--- config.mk ---
export PLATFORM = sky130hd
export DESIGN_NAME = radix_digit_converter
export DESIGN_NICKNAME = d
export VERILOG_FILES = /design/src/rtl/radix_digit_converter.sv
export SDC_FILE = /design/constraint.sdc
export NUM_CORES = 1
export LEC_CHECK = 0
export CORE_ASPECT_RATIO = 0.8
export CORE_MARGIN = 2
export CORE_UTILIZATION = 37
export DETAILED_ROUTE_END_ITERATION = 12
export PLACE_DENSITY = 0.56
export SYNTH_ARGS = -nofsm -noshare
export SYNTH_HDL_FRONTEND = slang
export SYNTH_SLANG_ARGS = --single-unit
--- constraint.sdc ---
create_clock -name clk -period 3.13 [get_ports clk]
set_input_delay 0.626 -clock clk [delete_from_list [all_inputs] [get_ports clk]]
set_output_delay 0.626 -clock clk [all_outputs]
set_load 0.1 [all_outputs]
--- src/rtl/radix_digit_converter.sv ---
// Converts a binary value into N_DIGITS packed digits (octal/decimal/hex) by
// repeated restoring division, one quotient bit per clock.
module radix_digit_converter #(
  parameter int WIDTH    = 16,
  parameter int N_DIGITS = 8
) (
  input  logic                  clk,
  input  logic                  rst_n,
  input  logic                  start,
  input  logic [WIDTH-1:0]      number,
  input  logic [1:0]            radix,
  output logic                  busy,
  output logic                  done,
  output logic [4*N_DIGITS-1:0] digits,
  output logic [N_DIGITS-1:0]   blank
);

  localparam int CW = $clog2(WIDTH);
  localparam int IW = $clog2(N_DIGITS);
  localparam logic [N_DIGITS-1:0] BLANK_RST = {{(N_DIGITS-1){1'b1}}, 1'b0};

  typedef enum logic [1:0] {IDLE, DIV, STORE, DONE} state_t;

  state_t                state_q, state_d;
  logic [WIDTH-1:0]      dividend_q, dividend_d;
  logic [WIDTH-1:0]      quot_q, quot_d;
  logic [4:0]            rem_q, rem_d;
  logic [4:0]            base_q, base_d;
  logic [CW-1:0]         cnt_q, cnt_d;
  logic [IW-1:0]         idx_q, idx_d;
  logic [4*N_DIGITS-1:0] work_q, work_d;
  logic [4*N_DIGITS-1:0] digits_q, digits_d;
  logic [N_DIGITS-1:0]   blank_q, blank_d;

  logic [5:0]            rem_shift;
  logic                  rem_ge;
  logic [4*N_DIGITS-1:0] work_new;

  // A position is dark when it and every more significant digit are zero;
  // position 0 always lights so that zero shows a single "0".
  function automatic logic [N_DIGITS-1:0] blank_mask(input logic [4*N_DIGITS-1:0] w);
    logic zero_run;
    blank_mask = '0;
    zero_run   = 1'b1;
    for (int i = N_DIGITS - 1; i >= 0; i--) begin
      zero_run = zero_run && (w[i*4 +: 4] == 4'd0);
      blank_mask[i] = (i > 0) && zero_run;
    end
  endfunction

  always_comb begin
    state_d    = state_q;
    dividend_d = dividend_q;
    quot_d     = quot_q;
    rem_d      = rem_q;
    base_d     = base_q;
    cnt_d      = cnt_q;
    idx_d      = idx_q;
    work_d     = work_q;
    digits_d   = digits_q;
    blank_d    = blank_q;

    rem_shift = {rem_q, dividend_q[WIDTH-1]};
    rem_ge    = rem_shift >= {1'b0, base_q};
    work_new  = work_q;
    work_new[idx_q*4 +: 4] = rem_q[3:0];

    case (state_q)
      IDLE: begin
        if (start) begin
          dividend_d = number;
          quot_d     = '0;
          rem_d      = '0;
          cnt_d      = '0;
          idx_d      = '0;
          case (radix)
            2'd0:    base_d = 5'd8;
            2'd1:    base_d = 5'd10;
            default: base_d = 5'd16;
          endcase
          state_d = DIV;
        end
      end
      DIV: begin
        rem_d      = rem_ge ? 5'(rem_shift - {1'b0, base_q}) : rem_shift[4:0];
        quot_d     = {quot_q[WIDTH-2:0], rem_ge};
        dividend_d = {dividend_q[WIDTH-2:0], 1'b0};
        cnt_d      = cnt_q + CW'(1);
        if (cnt_q == CW'(WIDTH - 1)) state_d = STORE;
      end
      STORE: begin
        work_d     = work_new;
        dividend_d = quot_q;
        quot_d     = '0;
        rem_d      = '0;
        cnt_d      = '0;
        // Outputs load together with the last digit so they become visible
        // in the DONE cycle, alongside the done pulse.
        if (idx_q == IW'(N_DIGITS - 1)) begin
          digits_d = work_new;
          blank_d  = blank_mask(work_new);
          state_d  = DONE;
        end else begin
          idx_d   = idx_q + IW'(1);
          state_d = DIV;
        end
      end
      DONE: begin
        state_d = IDLE;
      end
      default: state_d = IDLE;
    endcase
  end

  always_ff @(posedge clk or negedge rst_n) begin
    if (!rst_n) begin
      state_q    <= IDLE;
      dividend_q <= '0;
      quot_q     <= '0;
      rem_q      <= '0;
      base_q     <= '0;
      cnt_q      <= '0;
      idx_q      <= '0;
      work_q     <= '0;
      digits_q   <= '0;
      blank_q    <= BLANK_RST;
    end else begin
      state_q    <= state_d;
      dividend_q <= dividend_d;
      quot_q     <= quot_d;
      rem_q      <= rem_d;
      base_q     <= base_d;
      cnt_q      <= cnt_d;
      idx_q      <= idx_d;
      work_q     <= work_d;
      digits_q   <= digits_d;
      blank_q    <= blank_d;
    end
  end

  assign busy   = (state_q == DIV) || (state_q == STORE);
  assign done   = (state_q == DONE);
  assign digits = digits_q;
  assign blank  = blank_q;

endmodule

==> results of run 1 <==
## routing by layer
layer | global-route usage (%) | wire [um] | part of all wire, % | up-vias
li1 | - | - | - | 2229
met1 | 25.1 | 6800 | 51 | 2135
met2 | 23.7 | 5710 | 43 | 96
met3 | 4.96 | 674 | 5.0 | 14
met4 | 7.51 | 173 | 1.3 | 0
met5 | 0 | 0 | 0 | -
## synth_stat cells, types with 5 or more instances
cell type  number  area [sq um]
a22o_1          7          61.3
nor2b_1         5          31.3
a22oi_1        16           120
clkbuf_1       30           113
o21ai_0        69           345
nor4_1          7          43.8
nor2_1         22          82.6
mux2i_1        22           220
ha_1           18           225
dfrtp_1       113          2830
mux2_1          5          56.3
nand2b_1        6          37.5
nand2_1       136           510
o21ai_1        28           140
mux2_2         18           203
and3_1          7          43.8
a21oi_1        14          70.1
nand4_1         5          31.3
dfstp_2         7           184
inv_1          14          52.6
nand3_1        27           135
## logic make-up (layout without fill, tap and decap cells)
logic type / Yosys count / after routing / synth area share [%]
AOI/OAI and AO/OA: 151 / 151 / 15.5
xor gates and xnor gates: 2 / 2 / 0.301
adders and majority gates: 18 / 18 / 3.87
buffers and inverters: 52 / 120 / 3.74
DFF: 120 / 120 / 51.7
muxes: 45 / 45 / 8.23
other: 1 / 1 / 0.0644
and+or+nand+nor: 223 / 223 / 16.6
## sequential cells by signal, summed over array words and instances (netlist names)
signal / count
base_q: 3
blank: 7
cnt_q: 4
digits: 32
dividend_q: 16
idx_q: 3
quot_q: 16
rem_q: 5
state_q: 2
work_q: 32
## metrics by stage
step                      utilization, %  hold WS (ns)
after CTS                           46.8         0.297
final                               46.8         0.263
after detailed placement            43.0         0.455
after global placement              43.0         0.457
after floorplan                        -         0.330
after global routing                46.8         0.321
## worst reg2reg max path: stages, from the launching register on
cell      delay, ns
dfrtp_1        0.58
inv_2          0.15
ha_1           0.24
ha_1           0.41
nand2b_1       0.32
o21ai_0        0.20
o41ai_1        0.10
buf_4          0.16
a211oi_4       0.24
nand4_1        0.19
o21ai_1        0.18
## path summary, 6_finish.rpt
| path | endpoint | cells after the start |
|---|---|---|
| worst min register to register | blank[2] | 2 |
| worst max register to register | blank[1] | 10 |
| worst min-delay path | digits[19] | 1 |
| max in group asynchronous | work_q[2] | 2 |
| worst max-delay path | blank[1] | 10 |
| min in group clk | blank[2] | 2 |
## layout make-up
cell class,instances,area (sq um)
clock buffers,23,478
multi-input cells,440,2600
clock inverters,9,97.6
repair buffers,73,621
inverters,15,56.3
fillers,1422,8090
well taps,210,263
flip-flops and latches,120,3010
## power groups by stage
stage               Combinational, mW  Clock [mW]  Sequential [mW]
finish                           2.60        1.90             2.10
global route                     2.88        2.03             2.13
CTS                              2.62        1.95             2.10
detailed placement               2.61           0             2.12
global placement                 2.55           0             2.11
floorplan                        1.73           0             2.35
==> impl_metrics.csv, run 1 <==
group,metric,value,unit
place,dp_cells,858,
die,dieHeight,116,um
die,num_io_pins,63,
yosys,synth_nets,651,
clock_network,numClockSinks,120,
yosys,syn_inst,612,
final_layout,drive_gt1_share,17.1,%
status,outcome,"complete, no violations",
die,die_w,144,um
worst_setup_path,end_kind,"register",
global_routing,grt_start_max_net_pins,65,
drt,ant_nets,0,
place,io_buffer_count,61,
yosys,yosys_warnings,0,
worst_setup_path,critPathLaunchType,"register",
sta,grt_setup_unrepaired,"false",
yosys,synth_area,0.00582,sq mm
sta,layout_setup_ws,0.274,ns
power_and_ir_drop,p_per_area,927,mW/mm^2
global_routing,track_usage,17.2,%
yosys,synth-seq-cells,120,
worst_setup_path,critPathSlowestCell,"dfrtp_1",
final_layout,stdcell_area,0.00712,sq mm
power_and_ir_drop,p_seq_share,31.7,%
sta,setup_viol,0,
drt,wire_per_inst,15.0,um
final_layout,layout_commonest_cell,"nand2_1",
place,dp_hpwl,9110,um
yosys,synth_cell_types,46,
final_layout,instances_no_fill,890,
sta,post-route-min-period,2.86,ns
place,dp_worst_setup_slack,0.321,ns
global_routing,grt-ovfl-total,0,
worst_setup_path,worstPathBufferInverterCount,2,
drt,via_count,4474,
clock_network,hold_buffers,0,
power_and_ir_drop,power.leakage,3.36,nW
yosys,synth.avg_cell_area,9.52,sq um
worst_setup_path,rrSetupSlack,0.27,ns
power_and_ir_drop,vdd_ir_drop_max,348,uV
sta,max_slew_margin,49.6,%
global_routing,grt_pass1_wl,22300,um
worst_setup_path,critPathMostFrequentCell,"ha_1",
worst_setup_path,r2r_start,"idx_q[0]",
global_routing,antenna_found_initial,0,
final_layout,antenna_cells,0,
sta,post-route-period-util,91.3,%
power_and_ir_drop,switchingPower,2.69,mW
power_and_ir_drop,p_total,6.60,mW
die,start_util,38.3,%
sta,slew_viol_final,0,
place,gp_congestion,0.880,
yosys,synth-async-reset-ratio,100,%
worst_setup_path,cp.arrival,3.20,ns
die,dieArea,0.0168,sq mm
worst_setup_path,crit_family,"compound AO/OA/AOI/OAI gates",
min_path,min_path_type,"input pin to asynchronous set/reset pin",
drt,route.detailed.drc,0,
final_layout,area_growth,22.3,%
yosys,synth-main-ff-cell,"dfrtp_1",
clock_network,cts.clk_slew.worst_paths,0.06,ns
clock_network,root_buffer,"clkbuf_16",
worst_setup_path,worstPathMaxFanout,13,
final_layout,layout_common_cells,"nand2_1 (135), dfrtp_1 (113), o21ai_0 (69)",
place,place_area,0.00655,sq mm
sta,worst_pin_slew,0.749,ns
clock_network,cts_setup_buffers,0,
drt,routed_wl,13400,um
global_routing,grt_pass1_vias,4309,
worst_setup_path,required,3.47,ns
clock_network,cts_resized,0,
yosys,synth_edf_count,0,
sta,skew,0.00809,ns
drt,drt_iter0_markers,353,
worst_setup_path,worstSetupStartpoint,"idx_q[0]",
drt,drt_pass1_iterations,4,
power_and_ir_drop,combPwrFrac,39.4,%
power_and_ir_drop,p_sw_share,40.7,%
clock_network,cts_tree,"done",
die,rows,40,
worst_setup_path,path_cells,"inv_2 -> ha_1 -> ha_1 -> nand2b_1 -> o21ai_0 -> o41ai_1 -> buf_4 -> a211oi_4 -> nand4_1 -> o21ai_1",
yosys,seq_area_frac_synth,51.7,%
clock_network,htree_levels,4,
drt,viasPerCell,5.03,
die,core_area,0.0152,sq mm
worst_setup_path,slowest_delay,0.58,ns
flow_run,cap_viol_max_count,0,
sta,clock.fmax,350,MHz
power_and_ir_drop,p_clk_share,28.8,%
final_layout,fin_nets,706,
clock_network,insertion_delay,0.42,ns
worst_setup_path,worstSetupPathType,"register to register",
sta,final_hold_viol_count,0,
sta,tns,0,ns
clock_network,cts_inserted_buffers,17,
power_and_ir_drop,p_int,3.92,mW
clock_network,cts_max_path_buffers,2,
Note: power is estimated with default switching activity, not from simulation.
==> run 2, diff against run 1 <==
--- a/config.mk
+++ b/config.mk
@@ -9,6 +9,7 @@
 export CORE_MARGIN = 2
 export CORE_UTILIZATION = 37
 export DETAILED_ROUTE_END_ITERATION = 12
+export HOLD_SLACK_MARGIN = 0.06
 export PLACE_DENSITY = 0.56
 export SYNTH_ARGS = -nofsm -noshare
 export SYNTH_HDL_FRONTEND = slang
==> results of run 2 <==
Final layout, timing and power as in run 1 (identical DEF).
